$ cat config.mk
export PLATFORM = sky130hd
export DESIGN_NAME = decay_tone_player
export DESIGN_NICKNAME = d
export VERILOG_FILES = /design/src/rtl/decay_tone_player.sv
export SDC_FILE = /design/constraint.sdc
export NUM_CORES = 1
export LEC_CHECK = 0
export BUFFER_PORTS_ARGS = -buffer_cell sky130_fd_sc_hd__buf_2
export CAP_MARGIN = 20
export CORE_AREA = 3 3 84 86
export DETAILED_ROUTE_END_ITERATION = 12
export DIE_AREA = 0 0 87 89
export PLACE_DENSITY = 0.82
export SLEW_MARGIN = 20
export SYNTH_ARGS = -nofsm -noshare
export SYNTH_HDL_FRONTEND = slang
export SYNTH_SLANG_ARGS = --single-unit
export TNS_END_PERCENT = 10
$ cat constraint.sdc
create_clock -name clk -period 4.7 [get_ports clk]
set_clock_uncertainty 0.1 [all_clocks]
set_input_delay 0.47 -clock clk [delete_from_list [all_inputs] [get_ports clk]]
set_output_delay 0.47 -clock clk [all_outputs]
set_load 0.005 [all_outputs]
$ cat src/rtl/decay_tone_player.sv
// Decaying-duty PWM tone effect: plays REPEATS passes of STAGES tone periods,
// shrinking the high time each period, with retrigger, abort and done pulse.
module decay_tone_player #(
  parameter int PERIOD_W    = 19,
  parameter int PERIOD      = 200000,
  parameter int STAGES      = 16,
  parameter int REPEATS     = 2,
  parameter int DUTY0       = 37878,
  parameter int DECAY_SHIFT = 3
) (
  input  logic clk,
  input  logic rst_n,
  input  logic trigger,
  input  logic abort,
  output logic wave_out,
  output logic busy,
  output logic done
);

  typedef enum logic [1:0] {IDLE, PLAY, DONE} state_t;

  localparam logic [PERIOD_W-1:0] PERIOD_LAST = PERIOD_W'(PERIOD - 1);
  localparam logic [PERIOD_W-1:0] DUTY_INIT   = PERIOD_W'(DUTY0);
  localparam logic [PERIOD_W-1:0] ONE         = PERIOD_W'(1);
  localparam logic [7:0]          STAGE_LAST  = 8'(STAGES - 1);
  localparam logic [3:0]          PASS_LAST   = 4'(REPEATS - 1);

  state_t              state, state_nx;
  logic [PERIOD_W-1:0] counter, counter_nx;
  logic [PERIOD_W-1:0] duty, duty_nx;
  logic [7:0]          stage, stage_nx;
  logic [3:0]          pass, pass_nx;
  logic                wave_nx, busy_nx, done_nx;
  logic [PERIOD_W-1:0] decayed, duty_dec;

  // Duty floors at 1 so the tone never goes silent mid-pass
  assign decayed  = duty - (duty >> DECAY_SHIFT);
  assign duty_dec = (decayed == '0) ? ONE : decayed;

  always_ff @(posedge clk or negedge rst_n) begin
    if (!rst_n) begin
      state    <= IDLE;
      counter  <= '0;
      stage    <= '0;
      pass     <= '0;
      duty     <= DUTY_INIT;
      wave_out <= 1'b0;
      busy     <= 1'b0;
      done     <= 1'b0;
    end else begin
      state    <= state_nx;
      counter  <= counter_nx;
      stage    <= stage_nx;
      pass     <= pass_nx;
      duty     <= duty_nx;
      wave_out <= wave_nx;
      busy     <= busy_nx;
      done     <= done_nx;
    end
  end

  // Abort beats trigger; trigger restarts from any state
  always_comb begin
    state_nx   = state;
    counter_nx = counter;
    stage_nx   = stage;
    pass_nx    = pass;
    duty_nx    = duty;
    if (abort) begin
      state_nx   = IDLE;
      counter_nx = '0;
      stage_nx   = '0;
      pass_nx    = '0;
      duty_nx    = DUTY_INIT;
    end else if (trigger) begin
      state_nx   = PLAY;
      counter_nx = '0;
      stage_nx   = '0;
      pass_nx    = '0;
      duty_nx    = DUTY_INIT;
    end else begin
      case (state)
        PLAY: begin
          if (counter == PERIOD_LAST) begin
            counter_nx = '0;
            if (stage == STAGE_LAST) begin
              stage_nx = '0;
              duty_nx  = DUTY_INIT;
              if (pass == PASS_LAST) begin
                state_nx = DONE;
                pass_nx  = '0;
              end else begin
                pass_nx = pass + 4'd1;
              end
            end else begin
              stage_nx = stage + 8'd1;
              duty_nx  = duty_dec;
            end
          end else begin
            counter_nx = counter + ONE;
          end
        end
        default: begin
          state_nx   = IDLE;
          counter_nx = '0;
          stage_nx   = '0;
          pass_nx    = '0;
          duty_nx    = DUTY_INIT;
        end
      endcase
    end
  end

  // Outputs are registered from the next-state values so they line up with them
  always_comb begin
    busy_nx = (state_nx == PLAY);
    done_nx = (state_nx == DONE);
    wave_nx = (state_nx == PLAY) && (counter_nx < duty_nx);
  end

endmodule

== After elaboration in Yosys (flattened, before gate mapping) ==
Index checks and enable logic that the tools add are counted.

* Memories kept: 0
* Memory bits (read-only): 0
* Latch bits: 0
* Word-level logic and storage cells: 51
* RAM bits: 0
* Output and inout port bits: 3
* Flip-flop bits (word level): 55
* Input port bits: 4

* Equality and inequality tests: 8
* Magnitude comparators: 1
* Shift-type cells: 0
* Muxes and demuxes: 27
* Bitwise logic cells: 0
* $mul: 0
* Div/mod/pow operators: 0
* Add/sub/neg operators: 4
* Reductions and logical operators: 3

{| class="wikitable"
|+ Operator list
! kind !! number
|-
| $mux 19 || 10
|-
| $mux 8 || 5
|-
| $mux 4 || 6
|-
| $add 19x1->19 const B || 1
|-
| $eq 19x18->1 const B || 1
|-
| $logic_not 19->1 || 1
|-
| $lt 19x19->1 || 1
|-
| $sub 19x16->19 || 1
|-
| $mux 2 || 6
|-
| $add 8x1->8 const B || 1
|-
| $eq 8x4->1 const B || 1
|-
| $ne 4x4->1 const B || 2
|-
| $add 4x1->4 const B || 1
|-
| $eq 2x1->1 const B || 2
|-
| $eq 4x1->1 const B || 1
|-
| $eq 2x2->1 const B || 1
|-
| $reduce_and 2->1 || 1
|-
| $logic_and 1x1->1 || 1
|}

== Longest topological paths before layout ==
Gate-level depths: netlist of the first run.

* Depth in word-level cells: 10
* Depth in mapped cells: 22
* Mapped depth without buffers: 22

== Worst setup path after synthesis of the first run ==
No wires, ideal clock.

* Path kind: register to register
* Start point: reg duty[1]
* End point: reg wave_out
* Required time: 4478 ps
* Setup time: 122 ps
* Cell stages (with the launch flop): 18
* Path buffers: 0
* Slack: 542 ps
* Clock period less this slack: 4158 ps
* Data arrival time: 3936 ps
* Cell sequence: dfstp_2 > inv_1 > fa_1 > nand2b_1 > a21oi_2 > o211ai_1 > and2_1 > or2_2 > a2111oi_2 > nand4_1 > and2_4 > a22oi_1 > ha_1 > nand4_1 > nor4_1 > nand4_1 > a311o_1 > o2111a_1

* Cells in the longest elaborated chain, start to end: 10

{| class="wikitable"
|+ Ends and longest elaborated chain
! element !! RTL line !! text
|-
| start, declared || 30 || <nowiki>logic [PERIOD_W-1:0] duty, duty_nx;</nowiki>
|-
| start signal, assigned || 55 || <nowiki>duty <= duty_nx;</nowiki>
|-
| $sub 19x16->19 || 37 || <nowiki>assign decayed = duty - (duty >> DECAY_SHIFT);</nowiki>
|-
| $logic_not 19->1 || 38 || <nowiki>assign duty_dec = (decayed == '0) ? ONE : decayed;</nowiki>
|-
| $mux 19 || 38 ||
|-
| $mux 19 || 86 || <nowiki>if (stage == STAGE_LAST) begin</nowiki>
|-
| $mux 19 * || 84 || <nowiki>if (counter == PERIOD_LAST) begin</nowiki>
|-
| $mux 19 * || 82 || <nowiki>case (state)</nowiki>
|-
| $mux 19 * || 75 || <nowiki>end else if (trigger) begin</nowiki>
|-
| $mux 19 * || 69 || <nowiki>if (abort) begin</nowiki>
|-
| $lt 19x19->1 * || 118 || <nowiki>wave_nx = (state_nx == PLAY) && (counter_nx < duty_nx);</nowiki>
|-
| $logic_and 1x1->1 * || 118 ||
|-
| named net wave_nx || 33 || <nowiki>logic wave_nx, busy_nx, done_nx;</nowiki>
|-
| end signal, assigned || 56 || <nowiki>wave_out <= wave_nx;</nowiki>
|-
| end, declared || 15 || <nowiki>output logic wave_out,</nowiki>
|}

Mark *: on every way through the listed nets, which the timed path passes. The rest lies on a longest branch.
A chain may end at the register's enable or synchronous reset.

== Final worst setup path of the first run ==
* Start point: reg duty[6]
* End point: reg wave_out

Same word-level chain as after synthesis.

==> out/metrics.cfg, run 1 <==
[outcome]
status=complete, no violations

[sta]
period_minus_slack_ns=4.614
max_slew_margin_pct=54.61
maxSlewViolCount=0
setup_viol=0
hold_viol=0
period_share_pct=98.16
hold_slack_ns=0.1786
worst_pin_slew_ns=0.6809
max_freq_ghz=0.2167

[final_layout]
final_cells=568
final_cell_area_sq_um=4424
antenna_cells=0
drive_above_1_share_pct=12.63
final_util_pct=69.67
area_growth_pct=8.466
fin_nets=533

[pwr]
ir_drop_v=0.0002769
total_power_mw=0.7732
cellLeakagePower_nw=2.021
p_per_area_nw_per_um2=174.8

[synthesis]
synth_common_cells=nor2_1 (68), dfrtp_1 (45), inv_1 (40)
yosysTopAreaCell=dfrtp_1
syn_area_sq_um=4079
syn_inst=479
ys_ff_latch=55
synth.top_cell.area_share_pct=27.61
ys_warn_count=0
synth_cell_types=58
async_flop_share_pct=100.0
synth.area.top_cells=dfrtp_1 (28%), ha_1 (12%), dfstp_2 (6.4%)
ys.flop_type=dfrtp_1
syn_avg_cell_area_sq_um=8.515
synth_nets=522
yosysMostFrequentCell=nor2_1
synth_edf_count=0
seq_area_frac_synth_pct=34.05

[routing]
drc_errors=0
top_layer_used=met4
first_pass_iters=5
drt-met1-wl_microns=4483
ant_nets=0
avgViaCountPerCell=6.387
drt_iter0_markers=223
wire_per_inst_microns=17.65
vias=3628
wl_met3_microns=618
routed_wl_microns=10030
dr_wl_met2_microns=4574

[clock_network]
htreeDepth=2
cts_root_buffer=clkbuf_8
clkTransAtPathRegs_ns=0.10
cts_hold_buf=0
clockBufferDepth=2
cts_made_buffers=5
cts_sinks=55
cts_tree=done
clk-insertion-delay-late_ns=0.30

[grt]
grt_pass1_wl_microns=16450
grt_max_degree=56
grt_antenna_before_repair=0
grtUsageTotal_pct=26.67
first_global_vias=3401
overflow=0

[worst_setup_path]
timing.rr.start=duty[6]
cp-startpoint=duty[6]
worst_setup_path_end_kind=register
cp-start-kind=register
r2r_cells=19
crit_end=wave_out
criticalPathCategory=reg2reg
arrival_ns=4.71
reg2reg_to=wave_out
crit_fanout=4
required_ns=4.79
r2r_slack_ns=0.09

[place]
gp_congestion=0.9646
dp.cells=555
hpwlAfterDp_microns=7436
portBuffers=6
dpl_cell_area_sq_um=4205

[floorplanning]
row_count=29
core_sq_um=6350
dieArea_sq_um=7743
die_y_microns=89
start_util_pct=64.24
die_w_microns=87
ios=7

[worst_hold_path]
min_path_type=in2async

[run]
maxCapViolCount=0

-- stage by stage --
stage / worst slack (ns) / setup TNS (ns)
2_1_floorplan: 0.5424 / 0
3_3_place_gp: 0.3153 / 0
3_5_place_dp: 0.1076 / 0
4_1_cts: 0.1134 / 0
5_1_grt: -0.05860 / -0.05860
6_report: 0.08631 / 0
-- cells in the final DEF (no fill, tap or decap), types with 3 or more instances in the layout --
cell,synthesis,final
a21oi_2,4,4
or3_1,6,6
o21a_1,4,4
nor2_1,68,66
ha_1,38,35
and3_1,7,7
o21ai_0,17,15
o22ai_1,6,6
xnor2_1,22,22
clkbuf_8,0,6
a22o_1,3,3
buf_4,0,11
nand3_1,13,13
dfstp_2,10,10
nor3_1,12,12
a21o_1,11,11
inv_1,40,40
nand2b_1,7,6
a211oi_1,3,3
nand4_1,8,8
buf_2,4,6
o211ai_1,3,3
nor2b_1,8,8
a22oi_1,6,6
o311ai_0,4,3
xor2_1,12,12
and4_1,3,3
nand2_1,36,36
a21oi_1,20,18
dfrtp_1,45,45
o21ai_1,4,4
o2111a_1,3,3
-- cells by family (layout without fill, tap and decap cells) --
logic type,Yosys count,count (layout),share of synthesized area (%)
multiplexers,4,4,1.043
adder cells (fa/ha/maj),39,39,12.15
buffers and inverters,54,66,5.276
flip-flops,55,55,34.05
AND/OR/NAND/NOR,186,186,21.99
XOR/XNOR,34,34,7.300
AO/OA/AOI/OAI,107,107,18.19
-- routing by layer --
metal / up-vias / track usage (%)
met5: - / 0
met4: 0 / 6.374
met1: 1702 / 37.00
li1: 1712 / -
met3: 46 / 4.424
met2: 168 / 43.82
-- worst min-delay path by stage --
| stage | start | cells past startpoint | end |
|---|---|---|---|
| final | rst_n | 2 | counter[7] |
| after global routing | rst_n | 2 | counter[6] |
| after CTS | rst_n | 2 | counter[12] |
| after detailed placement | stage[7] | 1 | stage[7] |
| after global placement | stage[7] | 1 | stage[7] |
| after floorplan | rst_n | 0 | busy |
-- registers in the layout, indices dropped and copies added (netlist names) --
register  cells
busy          1
counter      19
done          1
duty         19
pass          4
stage         8
state         2
wave_out      1
-- worst max-delay path, cell delays in order, from the launching register on --
cell,delay [ns]
dfstp_2,0.57
inv_1,0.06
ha_1,0.37
o21ai_2,0.22
a21oi_4,0.06
buf_4,0.15
buf_4,0.12
or4b_2,0.61
nand3_1,0.15
a211o_1,0.16
a2111oi_4,0.05
nand4_1,0.14
and2_4,0.18
a22oi_1,0.07
ha_1,0.32
nand4_1,0.13
nor4_2,0.32
nand4_1,0.17
a311o_1,0.34
o2111a_1,0.24
-- where the power goes --
group	switching, mW	internal (mW)	total (mW)
Combinational	0.0192	0.00663	0.0259
Sequential	0.00183	0.476	0.478
Clock	0.150	0.119	0.270
-- area by class of cell --
class                           count  area (sq um)
Multi-Input combinational cell    370          2565
Clock buffer                        7         86.33
Clock inverter                      1         5.005
Sequential cell                    55          1389
Inverter                           40         150.1
Timing Repair Buffer               18         132.6
Fill cell                         482          1926
Tap cell                           77         96.34
-- timing repair --
action | CTS | global route
resized for setup | 0 | 20
endpoints found under the hold margin | 0 | 0
endpoints found under the setup margin | 0 | 1
setup buffers | 0 | 5
(Power assumes the default switching activity.)
==> inputs of run 2 (changes only) <==
Settings changed: MAX_ROUTING_LAYER set to met4.
==> run 2 against run 1 <==
Effect of this change: clock power rose by 36%; final area is 0.14% lower; via count decreased by 2.0%; setup slack worse by 0.0079 ns; global-route usage increased by 0.53 points; core utilization shrank 0.098 points; largest power group unchanged.
==> out/metrics.cfg, run 2 (synthesized netlist as in run 1, its figures left out) <==
[sta]
hold_slack_ns=0.1696
worst_pin_slew_ns=0.6668
setup_ws_ns=0.07843
max_slew_margin_pct=55.55
setup_viol=0
maxSlewViolCount=0
max_freq_ghz=0.2164
period_minus_slack_ns=4.622
period_share_pct=98.33
hold_viol=0

[grt]
overflow=0
grt_pass1_wl_microns=15950
grt_antenna_before_repair=0
grt_max_degree=56
grtUsageTotal_pct=27.20
first_global_vias=3299

[outcome]
status=complete, no violations

[worst_setup_path]
worst_setup_path_end_kind=register
cp_top_family=simple AND/OR/NAND/NOR gates
worst_path_most_repeated_cell=nand4_1
arrival_ns=4.73
cp-start-kind=register
slowest_stage=or4_1
criticalPathCategory=reg2reg
max_stage_delay_ns=0.47
path_buf_inv=0
crit_fanout=4
required_ns=4.81
path_cells=ha_1 > fa_1 > nand2b_4 > a21oi_4 > o21ai_1 > xnor2_1 > or4_1 > a2111oi_4 > nand4_1 > and2_4 > a22oi_1 > ha_1 > nand4_1 > nor4_2 > nand4_1 > a311o_1 > o2111a_1

[routing]
wire_per_inst_microns=17.79
avgViaCountPerCell=6.290
drc_errors=0
vias=3554
ant_nets=0
routed_wl_microns=10050
drt_iter0_markers=447
first_pass_iters=5

[pwr]
p_per_area_nw_per_um2=197.1
p_clk_share_pct=42.2
power_frac_comb_pct=2.9
ir_drop_v=0.0002226
internal-power_mw=0.6944
swShare_pct=20.25
cellLeakagePower_nw=2.008
p_seq_share_pct=54.9
p_sw_mw=0.1763

[clock_network]
clk-insertion-delay-late_ns=0.31
clkTransAtPathRegs_ns=0.10
cts_root_buffer=clkbuf_8
cts_sinks=55
htreeDepth=2
cts_tree=done
clockBufferDepth=2
cts_made_buffers=5

[place]
hpwlAfterDp_microns=7519
place_ws_ns=0.1378
dp.cells=554
gp_congestion=0.9374
portBuffers=6

[floorplanning]
die_w_microns=87
core_sq_um=6350
dieArea_sq_um=7743
row_count=29
ios=7
die_y_microns=89
start_util_pct=64.24

[final_layout]
fill_cells=454
final_cells=565
final_cell_mix=nor2_1 (68), dfrtp_1 (45), inv_1 (40)
antenna_cells=0
fin_nets=530
final_util_pct=69.58
drive_above_1_share_pct=11.48
final_common_cell=nor2_1
area_growth_pct=8.313
top_regs=counter: 19 flops, duty: 19 flops, stage: 8 flops

[worst_hold_path]
min_path_type=in2async

[run]
maxCapViolCount=0

-- run 2: final cells by class --
class | instances | area [sq um] | share of cell area (%)
Multi-Input combinational cell | 370 | 2549 | 57.69
Sequential cell | 55 | 1389 | 31.44
Inverter | 40 | 150.1 | 3.398
Timing Repair Buffer | 15 | 97.59 | 2.209
Tap cell | 77 | 96.34 | 2.181
Clock buffer | 5 | 68.82 | 1.558
Clock inverter | 3 | 67.56 | 1.529
-- run 2: timing repair --
item,4_1_cts,5_1_grt
hold buffers,0,0
setup endpoints to repair,0,1
setup buffers,0,3
gates resized for setup,0,17
endpoints found under the hold margin,0,0
-- run 2: power groups by stage --
stage	clock [mW]	combinational (mW)	sequential, mW
6_report	0.368	0.0253	0.478
5_1_grt	0.388	0.0286	0.478
4_1_cts	0.372	0.0257	0.478
3_5_place_dp	0	0.0257	0.487
3_3_place_gp	0	0.0251	0.486
2_1_floorplan	0	0.00866	0.486
-- run 2: worst reg2reg max path: cells and delay by family, from the launching register on --
kind,cells,cell delay [ns]
AOI/OAI and AO/OA,6,1.25
xor gates and xnor gates,1,0.19
adders and majority gates,3,0.82
DFF,1,0.44
and+or+nand+nor,7,1.72
-- run 2: metrics by stage --
stage,power (mW),setup TNS (ns),instance area [sq um]
after floorplan,0.4949,0,4079
after global placement,0.5115,0,4185
after detailed placement,0.5122,0,4185
after CTS,0.8751,0,4322
after global routing,0.8944,-0.1199,4418
final,0.8707,0,4418
-- run 2: final timing paths --
check | from | end | slack [ns] | cells past startpoint
min | rst_n | counter[14] | 0.17 | 2
max in group asynchronous | rst_n | duty[16] | 3.89 | 2
max reg2reg | duty[3] | wave_out | 0.08 | 17
max | duty[3] | wave_out | 0.08 | 17
min reg2reg | stage[7] | stage[7] | 0.39 | 1
min in group clk | abort | busy | 0.25 | 2
-- run 2: per-layer routing --
layer | track usage (%) | up-vias | part of all wire (%)
li1 | - | 1704 | -
met1 | 37.54 | 1698 | 45
met2 | 42.58 | 127 | 48
met3 | 3.779 | 25 | 5.4
met4 | 6.657 | 0 | 2.0
met5 | - | - | 0
==> inputs of run 3 (changes only) <==
Clock period 4.7 ns to 4.5 ns, I/O delays scaled along.
==> run 3 against run 2 <==
Effect of this change: final cell count increased by 4.2%; sequential power is 4.4% higher; first-iteration DRC count shrank 30%; critical endpoint unchanged.
==> out/metrics.cfg, run 3 (synthesized netlist as in run 1, its figures left out) <==
[outcome]
status=complete, no violations

[sta]
max_freq_ghz=0.2248
hold_viol=0
maxSlewViolCount=0
max_slew_margin_pct=55.39
rsz0062_at_grt=true
period_minus_slack_ns=4.449
setup_viol=0
worst_pin_slew_ns=0.6692
period_share_pct=98.87

[clock_network]
cts_root_buffer=clkbuf_8
clkTransAtPathRegs_ns=0.09
clockBufferDepth=2
cts_sinks=55
cts_tree=done
cts_hold_buf=0
htreeDepth=2
cts_made_buffers=5
clk-insertion-delay-late_ns=0.31

[floorplanning]
start_util_pct=64.24
row_count=29
ios=7
die_y_microns=89
dieArea_sq_um=7743
core_sq_um=6350
die_w_microns=87

[grt]
grt_antenna_before_repair=0
grt_use_met1_pct=39.95
top_usage_layer=met2
grtUsageTotal_pct=28.59
gr-usage-met3_pct=3.779
met2_usage_pct=43.75
first_global_vias=3356
grt_pass1_wl_microns=16630
grt_max_degree=56
overflow=0

[worst_setup_path]
max_stage_delay_ns=0.59
required_ns=4.61
worst_setup_path_end_kind=register
cp-start-kind=register
crit_fanout=4
path_cells=inv_1 > ha_4 > nor2_4 > a21oi_4 > xor2_2 > a311o_1 > or4_4 > a2111oi_4 > nand4_1 > and2_4 > a22oi_2 > ha_1 > nand4_1 > nor4_2 > nand4_1 > a311o_1 > o2111a_1
worst_path_most_repeated_cell=nand4_1
slowest_stage=dfstp_2
criticalPathCategory=reg2reg
arrival_ns=4.56

[final_layout]
final_cell_area_sq_um=4760
top_regs=counter: 19 flops, duty: 19 flops, stage: 8 flops
antenna_cells=0
fill_cells=434
fin_nets=554
multi_input_area_sq_um=2735
final_cell_mix=nor2_1 (65), dfrtp_1 (44), inv_1 (39)
final_common_cell=nor2_1
drive_above_1_share_pct=20.31
area_growth_pct=16.69
register_area_sq_um=1390

[routing]
drt_iter0_markers=315
first_pass_iters=5
vias=3772
drc_errors=0
wire_per_inst_microns=18.32
ant_nets=0
routed_wl_microns=10790
avgViaCountPerCell=6.404

[run]
maxCapViolCount=0

[place]
gp_congestion=0.9092
hpwlAfterDp_microns=7508
portBuffers=6
dpl_cell_area_sq_um=4305

[worst_hold_path]
min_path_type=in2async

[pwr]
p_per_area_nw_per_um2=178.1
cellLeakagePower_nw=2.155
total_power_mw=0.8479
ir_drop_v=0.0002051

[run 3: worst paths after layout]
check / from / to / slack, ns / depth (start not counted)
max: duty[4] / wave_out / 0.05 / 17
min: rst_n / counter[12] / 0.15 / 2
max reg2reg: duty[4] / wave_out / 0.05 / 17
min reg2reg: stage[7] / stage[7] / 0.40 / 1
max in group asynchronous: rst_n / duty[10] / 3.68 / 2
min in group clk: abort / busy / 0.22 / 2
[run 3: area by class of cell]
class / count / share of cell area [%]
multi-input combinational: 370 / 57.47
sequential: 55 / 29.21
timing repair buffer: 39 / 5.915
inverter: 40 / 3.155
tap: 77 / 2.024
clock buffer: 7 / 1.604
clock inverter: 1 / 0.6309
[run 3: routing by layer]
layer	vias up	wire, microns
li1	1757	-
met1	1824	4804
met2	158	4976
met3	33	721
met4	0	289
met5	-	0
[run 3: critical path, delay by kind of cell, from the launching register on]
family,cells,cell delay [ns]
flops,1,0.59
fa+ha+maj,2,0.38
xor+xnor,1,0.19
simple gates,7,1.65
compound gates,6,1.35
buf+inv,1,0.09
[run 3: stage by stage]
step                      setup WS, ns  hold WS, ns  cells  TNS (ns)  utilization (%)
final                          0.05087       0.1460    589         0            74.96
after global routing           -0.1162       0.1938    589   -0.1162            74.96
after CTS                      0.01052       0.1749    579         0            69.69
after detailed placement      -0.08425       0.3863    570  -0.08425            67.80
after global placement          0.1529       0.3855    570         0            67.80
after floorplan                 0.3424      0.05441    479         0                -
[run 3: timing repair]
action / CTS / global route
pin swaps: 1 / 20
endpoints found under the setup margin: 1 / 1
buffers inserted: 1 / 10
resized for setup: 1 / 52
[run 3: power by group]
part / internal (mW) / switching [mW] / total, mW / leakage (nW)
clock network: 0.167 / 0.156 / 0.323 / 0.0524
registers: 0.497 / 0.00184 / 0.499 / 0.727
logic: 0.00621 / 0.0199 / 0.0261 / 1.38
